--- config.mk ---
export PLATFORM = sky130hd
export DESIGN_NAME = aibnd_red_shift_ctrl
export DESIGN_NICKNAME = d
export VERILOG_FILES = /design/src/rtl/aibnd_red_pkg.sv /design/src/rtl/aibnd_red_therm_dec.sv /design/src/rtl/aibnd_red_shift_ctrl.sv
export SDC_FILE = /design/constraint.sdc
export NUM_CORES = 1
export LEC_CHECK = 0
export CAP_MARGIN = 20
export CORE_ASPECT_RATIO = 0.7
export CORE_MARGIN = 5
export CORE_UTILIZATION = 51
export CTS_CLUSTER_SIZE = 10
export DETAILED_ROUTE_END_ITERATION = 8
export MAX_ROUTING_LAYER = met4
export PLACE_DENSITY = 0.79
export SLEW_MARGIN = 5
export SYNTH_ARGS = -nofsm -noshare
export SYNTH_HDL_FRONTEND = slang
export SYNTH_SLANG_ARGS = --single-unit
--- constraint.sdc ---
create_clock -name i_clk -period 7.1 [get_ports i_clk]
set_input_delay 1.42 -clock i_clk [delete_from_list [all_inputs] [get_ports i_clk]]
set_output_delay 1.42 -clock i_clk [all_outputs]
set_load 0.02 [all_outputs]
--- src/rtl/aibnd_red_pkg.sv ---
// Shared types and default parameters for the redundancy shift control slice.
package aibnd_red_pkg;

  localparam int unsigned NPAD_DEF        = 24;
  localparam int unsigned IDX_W_DEF       = 5;
  localparam int unsigned QUIESCE_CYC_DEF = 4;
  localparam int unsigned SETTLE_CYC_DEF  = 8;
  localparam int unsigned CNT_W_DEF       = 4;

  // Sequencer phases; encodings kept fixed so state dumps match the legacy block.
  typedef enum logic [1:0] {
    IDLE    = 2'd0,
    QUIESCE = 2'd1,
    APPLY   = 2'd2,
    SETTLE  = 2'd3
  } red_state_t;

endpackage

--- src/rtl/aibnd_red_therm_dec.sv ---
// Failing-pad index to thermometer shift-vector decoder with range check.
module aibnd_red_therm_dec
  import aibnd_red_pkg::*;
#(
  parameter int unsigned NPAD  = NPAD_DEF,
  parameter int unsigned IDX_W = IDX_W_DEF
) (
  input  logic             i_red_en,
  input  logic [IDX_W-1:0] i_fail_idx,
  output logic [NPAD-1:0]  o_therm,
  output logic             o_oor
);

  // Every pad at or above the failing index shifts; nothing shifts when disabled.
  always_comb begin
    o_therm = '0;
    o_oor   = i_red_en && (32'(i_fail_idx) >= NPAD);
    for (int unsigned i = 0; i < NPAD; i++) begin
      o_therm[i] = i_red_en && (i >= 32'(i_fail_idx));
    end
  end

endmodule

--- src/rtl/aibnd_red_shift_ctrl.sv ---
// Redundancy clock-mux control: accepts configuration requests and applies
// them behind a gate / apply / settle sequence so mux selects only move
// while downstream clocks are gated.
module aibnd_red_shift_ctrl
  import aibnd_red_pkg::*;
#(
  parameter int unsigned NPAD        = NPAD_DEF,
  parameter int unsigned IDX_W       = IDX_W_DEF,
  parameter int unsigned QUIESCE_CYC = QUIESCE_CYC_DEF,
  parameter int unsigned SETTLE_CYC  = SETTLE_CYC_DEF,
  parameter int unsigned CNT_W       = CNT_W_DEF
) (
  input  logic             i_clk,
  input  logic             i_reset,
  input  logic             i_cfg_valid,
  output logic             o_cfg_ready,
  input  logic             i_cfg_red_en,
  input  logic [IDX_W-1:0] i_cfg_fail_idx,
  input  logic             i_cfg_jtag_clksel,
  output logic [NPAD-1:0]  o_shift_en,
  output logic             o_jtag_clksel,
  output logic             o_clk_gate_en,
  output logic             o_busy,
  output logic             o_cfg_err
);

  red_state_t       r_state;
  logic [CNT_W-1:0] r_cnt;
  logic [NPAD-1:0]  r_pend_shift;
  logic             r_pend_jtag;
  logic [NPAD-1:0]  r_shift_en;
  logic             r_jtag_clksel;
  logic             r_clk_gate_en;
  logic             r_busy;
  logic             r_cfg_ready;
  logic             r_cfg_err;

  logic [NPAD-1:0]  w_therm;
  logic             w_oor;
  logic             w_accept;
  logic             w_noop;

  aibnd_red_therm_dec #(
    .NPAD  (NPAD),
    .IDX_W (IDX_W)
  ) u_dec (
    .i_red_en   (i_cfg_red_en),
    .i_fail_idx (i_cfg_fail_idx),
    .o_therm    (w_therm),
    .o_oor      (w_oor)
  );

  // Handshake qualification: ready is only ever high in IDLE.
  always_comb begin
    w_accept = i_cfg_valid && r_cfg_ready;
    w_noop   = (w_therm == r_shift_en) && (i_cfg_jtag_clksel == r_jtag_clksel);
  end

  // Sequencer: gate clocks, wait, swap selects, wait, ungate.
  always_ff @(posedge i_clk) begin
    if (i_reset) begin
      r_state       <= IDLE;
      r_cnt         <= '0;
      r_pend_shift  <= '0;
      r_pend_jtag   <= 1'b0;
      r_shift_en    <= '0;
      r_jtag_clksel <= 1'b0;
      r_clk_gate_en <= 1'b1;
      r_busy        <= 1'b0;
      r_cfg_ready   <= 1'b1;
      r_cfg_err     <= 1'b0;
    end else begin
      r_cfg_err <= 1'b0;
      unique case (r_state)
        IDLE: begin
          if (w_accept) begin
            if (w_oor) begin
              r_cfg_err <= 1'b1;
            end else if (!w_noop) begin
              r_pend_shift  <= w_therm;
              r_pend_jtag   <= i_cfg_jtag_clksel;
              r_state       <= QUIESCE;
              r_cnt         <= CNT_W'(QUIESCE_CYC - 1);
              r_clk_gate_en <= 1'b0;
              r_busy        <= 1'b1;
              r_cfg_ready   <= 1'b0;
            end
          end
        end
        QUIESCE: begin
          if (r_cnt == '0) begin
            r_state <= APPLY;
          end else begin
            r_cnt <= r_cnt - 1'b1;
          end
        end
        APPLY: begin
          r_shift_en    <= r_pend_shift;
          r_jtag_clksel <= r_pend_jtag;
          r_state       <= SETTLE;
          r_cnt         <= CNT_W'(SETTLE_CYC - 1);
        end
        SETTLE: begin
          if (r_cnt == '0) begin
            r_state       <= IDLE;
            r_clk_gate_en <= 1'b1;
            r_busy        <= 1'b0;
            r_cfg_ready   <= 1'b1;
          end else begin
            r_cnt <= r_cnt - 1'b1;
          end
        end
        default: r_state <= IDLE;
      endcase
    end
  end

  assign o_cfg_ready   = r_cfg_ready;
  assign o_shift_en    = r_shift_en;
  assign o_jtag_clksel = r_jtag_clksel;
  assign o_clk_gate_en = r_clk_gate_en;
  assign o_busy        = r_busy;
  assign o_cfg_err     = r_cfg_err;

endmodule

==> metrics.md <==
| Metric | Value |
|---|---|
| Psw | 0.348 mW |
| Reg2Reg Depth | 8 |
| Fmax | between 0.2 and 0.25 GHz |
| Vias in the first global route | roughly 2,600 |
| Sw Ratio | 0.343 |
| Clock-pin slew on the worst setup and hold paths | approximately 0.060 ns |
| Post-layout util | 0.635 |
| Postcts setup bufs | 0 |
| WL/cell | 16.6 um |
| Initial core utilization | 0.537 |
| Final setup vio count | 0 |
| Post-Syn Area | between 3000 and 4000 sq um |
| All-Layer GR Usage | 0.218 |
| Buffers on Ports | 38 |
| Yosys cell types | 59 |
| Gate power share | 0.330 |
| Gpl congestion | between 0.9 and 1 |
| Async SR Flop Fraction | 0 |
| Largest net degree at the start of global routing | 46 |
| Sequential cell fraction of total power | 0.390 |
| Clock power share | 0.279 |
| Seq/Total Area, Yosys | 0.376 |
| Root Buffer | clkbuf_8 |
| Leak pwr | between 1 and 1.5 nW |
| Synth Register Bits | 59 |
| Core Area | just under 6000 sq um |
| Vias per cell | around 6 |
| Die Span X | 104 um |
| Run status | finished clean |
| CTS sink count | a little under 60 |
| H-Tree Level Count | 3 |
| CTS tree | built |
| Initial antenna violation count | 0 |
| Design area | about 3700 sq um |
| Global-route wire length before repair | 13,100 um |
| Post-synth EDFFs | 0 |
| Worst Hold Depth | 2 |
| Commonest cells in the netlist | dfxtp_1, mux2i_1, nand2_1 |
| Post-synth net total | approximately 380 |
| Max Clock Skew | 0.00574 ns |
| Layout Nets | between 400 and 500 |
| Unrepaired setup endpoints after global routing | no |
| Dpl cell area | 3530 sq um |
| Worst Tran Pin Value | between 0.8 and 0.9 ns |
| Gr ovfl total | 0 |
| Layout cells sized above 1 | 0.0736 |
| Tmin final | about 4.8 ns |
| DPL Wire Length | roughly 5200 um |
| Antenna cells | 0 |
| Placement Setup Slack | around 2 ns |
| WP data arrival | around 5 ns |
| WL final | around 7800 um |
| MaxCap Viol Count | 0 |
| Worst Hold Class | reg2reg |
| I/O pin count | 39 |
| Antenna-violating nets left | 0 |
| PD cells | between 200 and 300 nW/um^2 |
| Rel. slew slack | 0.455 |
| Syn. warnings | 0 |
| Cell Int Power | 0.665 mW |
| Worst-Skew Late Latency | between 0.3 and 0.4 ns |
| Longest Clk Path Bufs | 2 |
| Crit path kind | in2reg |
| Fill cell count | 500 |
| Req. time, crit path | around 7.3 ns |
| Worst Setup Slack, final | around 2.3 ns |
| Drt pass-1 iters | 6 |
| Fin crit share | 0.673 |
| Syn Inst Count | 363 |
| Final Hold Viols | 0 |
| Setup TNS | 0 ns |
| Iter 0 DRT Violations | around 220 |
| Vias | about 2,800 |
| Final Max Slew Viols | 0 |
| Yosys top cell by area | dfxtp_1 |
| Synth area leaders | dfxtp_1, mux2i_1, nand2_1 |
| Crit end category | register |
| Hold-fix buffers at CTS | 0 |
| Num CTS Buffers | 9 |
| Drt drc | 0 |
| Die area | about 8000 sq um |
| Vert. Die Dim | about 76 um |
| Area growth from synthesis to layout | 18.2% |
| Crit path launch type | input pin |
| Post-synth top area share | 0.376 |
| Top-count cell post-synth | dfxtp_1 |
| Ys flop type | dfxtp_1 |
| Avg Cell Area, Syn | 8.65 sq um |
| Crit Path Max Fanout | 18 |
| Number of gates resized after CTS | 0 |
| Num rows | 23 |
| Peak VDD IR | between 0.15 and 0.2 mV |
-- sequential cells by signal, summed over array words and instances (netlist names) --
name           cells
r_pend_jtag        1
o_busy             1
r_state            2
o_shift_en        24
r_cnt              4
o_cfg_err          1
o_cfg_ready        1
o_jtag_clksel      1
r_pend_shift      24
-- cell type report --
class / count / area (sq um) / area share
multi-input combinational: 267 / 1810 / 0.487
sequential: 59 / 1180 / 0.318
timing repair buffer: 42 / 410 / 0.111
tap: 75 / 93.8 / 0.0253
inverter: 11 / 41.3 / 0.0111
clock inverter: 3 / 40.0 / 0.0108
clock buffer: 12 / 135 / 0.0364
-- layout by cell type (no fill, tap or decap), types with 6 or more instances in the layout --
master	instances
clkdlybuf4s50_1	38
nand2b_1	6
a21oi_1	12
clkbuf_8	9
nor2_1	34
nand2_1	37
nor2b_1	8
inv_1	8
dfxtp_1	59
a211oi_1	6
nand3_1	17
nor3_1	12
mux2i_1	44
-- power by group through the flow --
| stage | clock network (mW) | logic (mW) | registers [mW] |
|---|---|---|---|
| final | 0.283 | 0.334 | 0.395 |
| after CTS | 0.290 | 0.331 | 0.395 |
| after global routing | 0.309 | 0.365 | 0.399 |
| after detailed placement | 0 | 0.327 | 0.401 |
| after global placement | 0 | 0.322 | 0.400 |
| after floorplan | 0 | 0.251 | 0.402 |
-- layer usage --
layer,wire length (um),up-vias,GRT usage
li1,-,1352,-
met5,0,-,-
met3,624,19,0.0660
met2,3330,130,0.309
met1,3690,1310,0.288
met4,142,0,0.0934
-- per-stage QoR --
step / instances / total power [mW] / hold slack, ns
2_1_floorplan: 363 / 0.654 / 0.434
3_3_place_gp: 454 / 0.722 / 0.444
3_5_place_dp: 454 / 0.729 / 0.447
4_1_cts: 469 / 1.02 / 0.461
5_1_grt: 469 / 1.07 / 0.482
6_report: 469 / 1.01 / 0.460
-- worst max-delay path, stage by stage --
cell	delay, ns
clkdlybuf4s50_1	0.81
nor2b_1	0.68
a31oi_1	0.15
xnor2_1	0.19
or4_4	0.56
nor4b_4	0.41
a21oi_2	0.14
buf_4	0.29
mux2_4	0.33
-- cell families after synthesis --
group | synth area share
DFF | 0.376
adders and majority gates | 0.0199
and+or+nand+nor | 0.225
muxes | 0.158
xor gates and xnor gates | 0.0223
buffers and inverters | 0.0490
AOI/OAI and AO/OA | 0.149
-- final timing paths --
check | slack, ns | endpoint | from
setup / recovery | 2.32 | r_pend_shift[18] | i_cfg_red_en
hold / removal | 0.46 | r_pend_shift[17] | r_pend_shift[17]
setup reg to reg | 4.31 | r_pend_shift[18] | o_shift_en[16]
hold reg to reg | 0.46 | r_pend_shift[17] | r_pend_shift[17]
No activity file was read; power rests on OpenSTA's default activity.
